$ cat src/rtl/slt_seq_unit.sv
// slt_seq_unit: multi-cycle SLT/SLTU/SEQ/SNE comparator, MSB-first chunk scan.
// Optional build macro: SLT_EARLY_EXIT_EN. When it is defined, the scan ends at
// the first differing chunk. When it is undefined, every operation takes NCHUNK cycles.
// Result values do not depend on the macro; only busy/done timing changes.
module slt_seq_unit #(
    parameter int unsigned WIDTH = 8,
    parameter int unsigned CHUNK = 2
) (
    input  logic             clk,
    input  logic             reset,
    input  logic             start,
    input  logic [1:0]       mode,
    input  logic [WIDTH-1:0] a,
    input  logic [WIDTH-1:0] b,
    output logic             busy,
    output logic             done,
    output logic             lt,
    output logic             eq,
    output logic [WIDTH-1:0] result
);

    localparam int unsigned NCHUNK = WIDTH / CHUNK;
    localparam int unsigned IDX_W  = (NCHUNK > 1) ? $clog2(NCHUNK) : 1;

    localparam logic [1:0] MODE_SLT  = 2'b00;
    localparam logic [1:0] MODE_SLTU = 2'b01;
    localparam logic [1:0] MODE_SEQ  = 2'b10;

    typedef enum logic [1:0] {
        IDLE = 2'b00,
        SCAN = 2'b01,
        DONE = 2'b10
    } state_t;

    state_t             state_q, state_d;
    logic [WIDTH-1:0]   a_q, b_q;
    logic [1:0]         mode_q;
    logic [IDX_W-1:0]   idx_q;
    logic               decided_q;
    logic               lt_r_q;

    logic [CHUNK-1:0]   ca, cb;
    logic               top, last, differ, chunk_lt, fin;
    logic               lt_fin, eq_fin, flag;
    logic               accept;

    logic               busy_d, done_d, lt_d, eq_d;
    logic [WIDTH-1:0]   result_d;

    // Select the current chunk and apply the sign flip on the top chunk
    always_comb begin
        ca = '0;
        cb = '0;
        for (int i = 0; i < int'(NCHUNK); i++) begin
            if (idx_q == IDX_W'(i)) begin
                ca = a_q[i*CHUNK +: CHUNK];
                cb = b_q[i*CHUNK +: CHUNK];
            end
        end
        top = (idx_q == IDX_W'(NCHUNK - 1));
        if ((mode_q == MODE_SLT) && top) begin
            ca[CHUNK-1] = ~ca[CHUNK-1];
            cb[CHUNK-1] = ~cb[CHUNK-1];
        end
        differ   = (ca != cb);
        chunk_lt = (ca < cb);
        last     = (idx_q == '0);
`ifdef SLT_EARLY_EXIT_EN
        fin      = last || (!decided_q && differ);
`else
        fin      = last;
`endif
        lt_fin   = decided_q ? lt_r_q : (differ & chunk_lt);
        eq_fin   = ~(decided_q | differ);
        case (mode_q)
            MODE_SLT, MODE_SLTU: flag = lt_fin;
            MODE_SEQ:            flag = eq_fin;
            default:             flag = ~eq_fin;
        endcase
        accept = start && ((state_q == IDLE) || (state_q == DONE));
    end

    // State register
    always_ff @(posedge clk or posedge reset) begin
        if (reset) begin
            state_q <= IDLE;
        end else begin
            state_q <= state_d;
        end
    end

    // Next-state logic
    always_comb begin
        state_d = state_q;
        case (state_q)
            IDLE:    if (start) state_d = SCAN;
            SCAN:    if (fin)   state_d = DONE;
            DONE:    state_d = start ? SCAN : IDLE;
            default: state_d = IDLE;
        endcase
    end

    // Output next values; lt/eq/result hold until the next completion
    always_comb begin
        busy_d   = (state_d == SCAN);
        done_d   = 1'b0;
        lt_d     = lt;
        eq_d     = eq;
        result_d = result;
        if ((state_q == SCAN) && fin) begin
            done_d   = 1'b1;
            lt_d     = lt_fin;
            eq_d     = eq_fin;
            result_d = WIDTH'(flag);
        end
    end

    // Registered outputs and scan datapath
    always_ff @(posedge clk or posedge reset) begin
        if (reset) begin
            busy      <= 1'b0;
            done      <= 1'b0;
            lt        <= 1'b0;
            eq        <= 1'b0;
            result    <= '0;
            a_q       <= '0;
            b_q       <= '0;
            mode_q    <= '0;
            idx_q     <= '0;
            decided_q <= 1'b0;
            lt_r_q    <= 1'b0;
        end else begin
            busy   <= busy_d;
            done   <= done_d;
            lt     <= lt_d;
            eq     <= eq_d;
            result <= result_d;
            if (accept) begin
                a_q       <= a;
                b_q       <= b;
                mode_q    <= mode;
                idx_q     <= IDX_W'(NCHUNK - 1);
                decided_q <= 1'b0;
                lt_r_q    <= 1'b0;
            end else if (state_q == SCAN) begin
                if (!decided_q && differ) begin
                    decided_q <= 1'b1;
                    lt_r_q    <= chunk_lt;
                end
                if (!last) begin
                    idx_q <= idx_q - IDX_W'(1);
                end
            end
        end
    end

endmodule

$ cat config.mk
export PLATFORM = sky130hd
export DESIGN_NAME = slt_seq_unit
export DESIGN_NICKNAME = d
export VERILOG_FILES = /design/src/rtl/slt_seq_unit.sv
export SDC_FILE = /design/constraint.sdc
export NUM_CORES = 1
export LEC_CHECK = 0
export ABC_AREA = 1
export CORE_MARGIN = 2
export CORE_UTILIZATION = 25
export CTS_CLUSTER_DIAMETER = 120
export DETAILED_ROUTE_END_ITERATION = 10
export MAX_ROUTING_LAYER = met4
export SLEW_MARGIN = 20
export SYNTH_ARGS = -nofsm -noshare
export SYNTH_HDL_FRONTEND = slang
export SYNTH_SLANG_ARGS = --single-unit
$ cat constraint.sdc
create_clock -name clk -period 4.1 [get_ports clk]
set_input_delay 0.82 -clock clk [delete_from_list [all_inputs] [get_ports clk]]
set_output_delay 0.82 -clock clk [all_outputs]
set_load 0.05 [all_outputs]
After elaboration in Yosys (flattened, before gate mapping)
Index checks and enable logic that the tools add are counted.
{"block": "classes", "n_shift": 0, "addsub": 1, "n_eq_ne": 10, "n_mul": 0, "n_mux": 26, "n_reduce_logical": 14, "order_cmp": 1, "bitwise_logic": 5, "n_div": 0}
{"op": "2-to-1 mux 2 bit", "n": 13}
{"op": "2-to-1 mux 1 bit", "n": 11}
{"op": "== test 2 x 1 -> 1 bit (second input constant)", "n": 4}
{"op": "== test 2 bit (second input constant)", "n": 4}
{"op": "logical NOT 2 bit", "n": 3}
{"op": "one-hot mux 2 bit (3 select lines)", "n": 1}
{"op": "logical AND 1 bit", "n": 4}
{"op": "AND reduction 2 bit", "n": 2}
{"op": "nonzero test 2 bit", "n": 2}
{"op": "NOT 1 bit", "n": 3}
{"op": "< comparator 2 bit", "n": 1}
{"op": "!= test 2 x 1 -> 1 bit (second input constant)", "n": 1}
{"op": "!= test 2 bit", "n": 1}
{"op": "one-hot mux 1 bit (2 select lines)", "n": 1}
{"op": "OR reduction 2 bit", "n": 1}
{"op": "subtractor 2 x 1 -> 2 bit (second input constant)", "n": 1}
{"op": "AND 1 bit", "n": 1}
{"op": "logical NOT 1 bit", "n": 1}
{"op": "logical OR 1 bit", "n": 1}
{"op": "bitwise OR 1 bit", "n": 1}
{"block": "word_totals", "wordCells": 69, "romBits": 0, "reg_bits": 29, "in_bits": 21, "latch_bits": 0, "ramBits": 0, "memories": 0, "output_inout_bits": 12}

Logic depth before layout (Yosys ltp)
Gate-level depths: netlist of the first run.
{"block": "logic_depth", "depth_word": 12, "depth_mapped": 16}

Least setup slack after synthesis of the first run
No wires, ideal clock.
{"block": "synth_timing", "kind": "reg-to-reg", "from": "register idx_q[0]", "to": "register result[0]", "setup_ns": 0.066, "path_stages_with_launch": 17, "path_slack_ns": 2.173, "path_buffers": 1, "required_ns": 4.034, "arrival_time_ns": 1.861, "cell_sequence": "dfrtp_1 > inv_2 > ha_1 > buf_6 > nand2_1 > nand2_1 > nand3_1 > nand2_1 > o21ai_1 > nand2_1 > nand2_1 > ha_1 > a21oi_1 > nand2_1 > nand3_1 > nand3_1 > nand2_1"}
{"block": "synth_via", "elab_chain_len": 11}
{"element": "from (decl)", "line_no": "38", "rtl": "logic [IDX_W-1:0] idx_q;"}
{"element": "from (signal assigned)", "line_no": "142", "rtl": "idx_q <= IDX_W'(NCHUNK - 1);"}
{"element": "from (signal assigned)", "line_no": "151", "rtl": "idx_q <= idx_q - IDX_W'(1);"}
{"element": "logical NOT 2 bit", "line_no": "55, 67"}
{"element": "2-to-1 mux 2 bit (4 in series)", "line_no": "55", "rtl": "if (idx_q == IDX_W'(i)) begin"}
{"element": "NOT 1 bit (on tied branches)", "line_no": "62, 63"}
{"element": "2-to-1 mux 1 bit", "line_no": "61", "rtl": "if ((mode_q == MODE_SLT) && top) begin"}
{"element": "< comparator 2 bit or != test 2 bit (tied branches)", "line_no": "66, 65"}
{"element": "AND 1 bit or bitwise OR 1 bit (tied branches)", "line_no": "73, 74"}
{"element": "2-to-1 mux 1 bit or NOT 1 bit (tied branches)", "line_no": "73, 74"}
{"element": "one-hot mux 1 bit (2 select lines)", "line_no": "75", "rtl": "case (mode_q)"}
{"element": "to (signal assigned)", "line_no": "137", "rtl": "result <= result_d;"}
{"element": "to (decl)", "line_no": "19", "rtl": "output logic [WIDTH-1:0] result"}
Several ways; a longest one is shown, not always the timed one.
A chain may end at the register's enable or synchronous reset.

Final worst setup path of the first run
Ends and elaborated chain as after synthesis.

==> results of run 1 <==
## per-stage QoR
stage	worst slack, ps	hold slack, ps
after floorplan	2173	443.6
after global placement	1951	470.0
after detailed placement	1855	467.8
after CTS	1834	483.5
after global routing	1506	501.2
final	1838	478.1
## placed cells by master, fill, tap and decap left out
cell type,count
o21ai_2,1
conb_1,7
nand2_1,72
clkdlybuf4s50_1,25
o21a_1,1
clkbuf_8,6
nor2_1,3
nand2_4,1
dfrtp_1,29
o21ai_1,14
a31oi_1,1
nor2_4,2
inv_2,9
nand2_2,1
nand3_2,1
nand3_1,9
inv_4,1
a21oi_2,1
clkbuf_1,1
a21oi_1,5
inv_1,7
o21ai_0,1
clkinv_2,1
ha_1,6
nand4_1,3
## kinds of logic after synthesis
kind of cell | count (synthesis) | share of synthesized area
and+or+nand+nor | 92 | 0.2644
buffers and inverters | 30 | 0.1096
DFF | 29 | 0.4854
AOI/OAI and AO/OA | 24 | 0.08787
adders and majority gates | 6 | 0.05021
other | 1 | 0.002508
## final timing paths
path                                   to  slack (ps)  startpoint
worst min-delay path               b_q[4]         480      b_q[4]
worst min register to register     b_q[4]         480      b_q[4]
max in group asynchronous          a_q[4]        2770       reset
worst max-delay path            result[0]        1840    idx_q[0]
worst max register to register  result[0]        1840    idx_q[0]
min in group asynchronous          b_q[3]         940       reset
## synth_stat cells (all sizes together)
master and count:
ha 6, nand4 3, nand3 10, nor2 5, inv 17, dfrtp 29, nand2 74, a21oi 6
clkinv 1, o21ai 16, o21a 1, buf 12, a31oi 1, conb 1
## power breakdown
group | internal (W) | switching, W
clock | 0.000133 | 0.0000993
combinational | 0.000278 | 0.000490
sequential | 0.000419 | 0.0000803
## state kept, by name, indices dropped and copies added (netlist names)
register,cells
a_q,8
b_q,8
busy,1
decided_q,1
done,1
eq,1
idx_q,2
lt,1
lt_r_q,1
mode_q,2
result,1
state_q,2
## critical path: cells and delay by family, from the launching register on
kind	cells	cell delay, ps
compound gates	2	270
simple gates	10	720
buf+inv	1	90
fa+ha+maj	2	710
flops	1	410
## area by class of cell
cell class / instances / share of cell area
timing repair buffer: 25 / 0.1349
multi-input combinational: 129 / 0.3385
tap: 75 / 0.05057
inverter: 18 / 0.03844
clock buffer: 7 / 0.04653
sequential: 29 / 0.3911
## per-layer routing
metal  global-route usage  up-vias  wire length, microns
met5                    -        -                     0
met4              0.03559        0                    29
met2               0.1648       27                  1318
li1                     -      608                     -
met3              0.03000        5                   170
met1               0.1405      489                  1453
==> impl_results.md, run 1 <==
* Vias in the first global route at 1165
* Sequential-to-total area share from yosys stat at 0.4854
* CP Max Fanout at 8
* WL final at 2.972 mm
* Total CTS buffers at 5
* Total congestion overflow at 0
* Setup TNS at 0 ps
* Setup Skew at 3.663 ps
* Normalized max-slew margin at 0.6088
* Post-Syn Area per Cell at 8.215 sq um
* # DRC at 0
* Die area at 0.006615 sq mm
* Power Density at 808.3 mW/mm^2
* Clk_lat worst skew at 270 ps
* Worst min path class: reg -> reg
* Setup crit end kind: flip-flop
* Placed wire-length estimate at 2.247 mm
* Layout Cells excl Fill at 283
* Placed Area at 0.001769 sq mm
* Top cell type's share of synthesized area at 0.4854
* Critical Path, Cell by Cell: inv_2 > ha_1 > nand2_1 > nand2_1 > nand3_1 > nand2_1 > o21ai_1 > nand2_1 > nand2_1 > ha_1 > a21oi_1 > nand2_1 > nand3_1 > nand3_1 > nand2_1
* Multi-input logic area at 628.1 sq um
* Tcrit/Tclk final at 0.5518
* Synth top area cells: dfrtp_1 (49%), nand2_1 (18%), ha_1 (5.0%), o21ai_1 (4.7%), buf_4 (4.0%)
* Vias per inst at 3.989
* Die Span Y at 81.34 microns
* CTS Sinks at 29
* RSZ-0062 raised after global routing: false
* Overall routing resource usage at 0.1088
* First-pass GRT wire length at 5.354 mm
* Leading area contributor after synthesis: dfrtp_1
* Synth cell types at 25
* Drt first pass iters at 4
* Largest net degree at the start of global routing at 30
* Row Count at 28
* CTS tree: yes
* Ys Warns at 0
* Worst-margin pin slew at 585.9 ps
* Core Area at 0.005851 sq mm
* Startpoint types: flip-flop
* H-tree depth at 2
* Filler Cell Count at 624
* Post-route cell area at 0.001856 sq mm
* Area delta synth->final at 24.10%
* Initial antenna violation count at 0
* Port Buffers at 25
* Post-synthesis register bit count at 29
* WP data required at 4310 ps
* Final Core Density at 0.3172
* Most frequent cell on the critical path: nand2_1
* NumNets Final at 235
* Status: finished, final reports clean
* MaxCap Viol Count at 0
* Max-slew violation count at 0
* Layout cell share with drive strength beyond 1 at 0.1154
* IO Pins at 33
* Sequential standard cell area at 725.7 sq um
* Leakage power at 0.9171 nW
* Worst-path clk slew at 60 ps
* Worst Path Arrival at 2480 ps
* CTS Hold Buffers Added at 0
* Reg2Reg Depth at 15
* Maximum clock insertion buffer count at 2
* Peak VDD IR at 0.2834 mV
* Min Tclk post-route at 2262 ps
* Final Hold Viols at 0
* Routability congestion estimate at 0.7453
* Mapped Area at 0.001495 sq mm
* Crit path largest cell delay at 410 ps
* Die Width at 81.34 microns
* DR WL/cell at 10.50 microns
* Vias after detailed routing at 1129
* Critical path class: reg -> reg
* Total power at 0.001500 W
* Setup-failing EPs final at 0
* ANT nets after route at 0
* Drt initial violations at 35
* Placed cells at 276
* Maximum clock rate at 442.0 MHz
* Post_cts resized at 0
* Cells after Synth at 182
* Clock Tree Root: clkbuf_8
* Crit-path slowest cell: dfrtp_1
* ANT cells at 0
* Hold path depth at 2
* Setup bufs post-CTS at 0
* Starting density of the core at 0.2556
(Power assumes the default switching activity.)
==> run 2, diff against run 1 <==
==> constraint.sdc (replaced) <==
create_clock -name clk -period 2 [get_ports clk]
set_input_delay 0.4 -clock clk [delete_from_list [all_inputs] [get_ports clk]]
set_output_delay 0.4 -clock clk [all_outputs]
set_load 0.05 [all_outputs]
==> run 2 against run 1 <==
  * Sequential power increased by 110%
  * Count of clock-buffer cells in the layout decreased by 2
  * Final area increased by 9.8%
  * Flip-flop and latch count unchanged
  * Register-to-register slack got worse by 1800 ps
  * Cell count increased by 2.5%
  * Combinational power increased to 2.9 times the previous value
  * Fmax increased by 17%
  * Worst hold slack got worse by 2.3 ps
  * Clock power increased by 110%
==> impl_results.md, run 2 (synthesized netlist as in run 1, its figures left out) <==
* Setup-failing EPs final at 0
* Vias per inst at 4.121
* Most common cell after layout, fill and taps aside: nand2_1
* CP Max Fanout at 5
* Total congestion overflow at 0
* Critical Path, Cell by Cell: inv_4 > ha_4 > inv_4 > nor2_2 > nor2_1 > nand2_2 > nand2_1 > nand2_1 > nand2_2 > ha_4 > a21oi_4 > nand2_2 > nand3_2 > nand3_2 > nand2_1
* CP top delay family: simple AND/OR/NAND/NOR gates
* Placed wire-length estimate at 2.169 mm
* Maximum clock rate at 515.6 MHz
* Most frequent cells in the layout: nand2_1 (64), dfrtp_1 (27), clkdlybuf4s50_1 (25)
* Buf/Inv on CP at 2
* Initial antenna violation count at 0
* Worst-path clk slew at 70 ps
* Drt first pass iters at 4
* Die area at 0.006615 sq mm
* Leakage power at 0.9517 nW
* Power Density at 1829 mW/mm^2
* Critical path class: reg -> reg
* Min Tclk post-route at 1940 ps
* CTS tree: yes
* Largest net degree at the start of global routing at 30
* RSZ-0062 raised after global routing: true
* Vias after detailed routing at 1195
* Starting density of the core at 0.2556
* WP data required at 2190 ps
* DR WL/cell at 10.96 microns
* Setup crit end kind: flip-flop
* MaxCap Viol Count at 0
* M1 WL at 1.498 mm
* Port Buffers at 25
* Area delta synth->final at 36.32%
* Biggest regs: a_q x8, b_q x8
* Routability congestion estimate at 0.7693
* WL met3 at 176 microns
* NumNets Final at 241
* ANT nets after route at 0
* Worst min path class: in -> async
* Peak VDD IR at 0.6370 mV
* Die Width at 81.34 microns
* Layout cell share with drive strength beyond 1 at 0.2558
* Die Span Y at 81.34 microns
* Final Hold Viols at 0
* Setup Skew at 8.679 ps
* Worst Path Arrival at 2130 ps
* WHS at 475.8 ps
* # DRC at 0
* Tcrit/Tclk final at 0.9698
* Metal2 WL at 1.461 mm
* ANT cells at 0
* DR top layer: met4
* Row Count at 28
* Crit path largest cell delay at 460 ps
* Total CTS buffers at 5
* Core Area at 0.005851 sq mm
* CTS Sinks at 29
* Crit-path slowest cell: dfrtp_2
* Clk_lat worst skew at 290 ps
* H-tree depth at 2
* Clock Tree Root: clkbuf_8
* Startpoint types: flip-flop
* IO Pins at 33
* First-pass GRT wire length at 5.513 mm
* Drt initial violations at 53
* Max-slew violation count at 0
* Maximum clock insertion buffer count at 2
* Total power at 0.003728 W
* Overall routing resource usage at 0.1142
* WL final at 3.177 mm
* Setup bufs post-CTS at 0
* Vias in the first global route at 1214
* Status: finished, final reports clean
[run 2: cell types whose count changed in the layout (fill, tap and decap cells not counted), sizes merged]
cell      change
clkinvlp      +1
clkinv        +2
clkbuf        -2
buf           +6
[run 2: final cells by class]
type                            count  area (sq um)
Multi-Input combinational cell    129         755.7
Clock buffer                        5         68.82
Timing Repair Buffer               31         295.3
Clock inverter                      3         17.52
Fill cell                         633          3812
Sequential cell                    29         728.2
Tap cell                           75         93.84
Inverter                           18         78.83
[run 2: per-layer routing]
layer	up-vias	track usage
li1	621	-
met1	541	0.1385
met2	27	0.1754
met3	6	0.04000
met4	0	0.04068
met5	-	-
[run 2: stage by stage]
stage | util | TNS [ps] | setup WS [ps] | area (sq um) | std cells
after floorplan | - | 0 | 73.45 | 1518 | 188
after global placement | 0.3101 | -29.29 | -22.78 | 1814 | 282
after detailed placement | 0.3101 | -178.9 | -84.29 | 1814 | 282
after CTS | 0.3289 | 0 | 12.89 | 1924 | 290
after global routing | 0.3484 | -257.0 | -115.4 | 2038 | 290
final | 0.3484 | 0 | 60.39 | 2038 | 290
[run 2: power breakdown]
part / switching [W] / leakage [nW] / internal, W / total (W)
registers: 0.000186 / 0.354 / 0.000862 / 0.00105
clock network: 0.000242 / 0.0439 / 0.000240 / 0.000481
logic: 0.00128 / 0.554 / 0.000913 / 0.00220
[run 2: path summary, 6_finish.rpt]
check                         start        end  slack [ps]  cells past startpoint
setup / recovery           idx_q[0]  result[0]          60                     15
hold / removal                reset  decided_q         480                      3
setup reg to reg           idx_q[0]  result[0]          60                     15
hold reg to reg              b_q[4]     b_q[4]         480                      2
max in group asynchronous     reset   idx_q[1]        1210                      3
min in group clk             b_q[4]     b_q[4]         480                      2
[run 2: tightest hold or removal path, stage by stage]
cell and delay (ps):
clkdlybuf4s50_1 400, inv_1 50, buf_4 330
[run 2: repair_timing]
item | 4_1_cts | 5_1_grt
cloned | 0 | 0
resized for setup | 5 | 28
hold buffers | 0 | 0
pin swaps | 1 | 15
setup endpoints to repair | 3 | 5
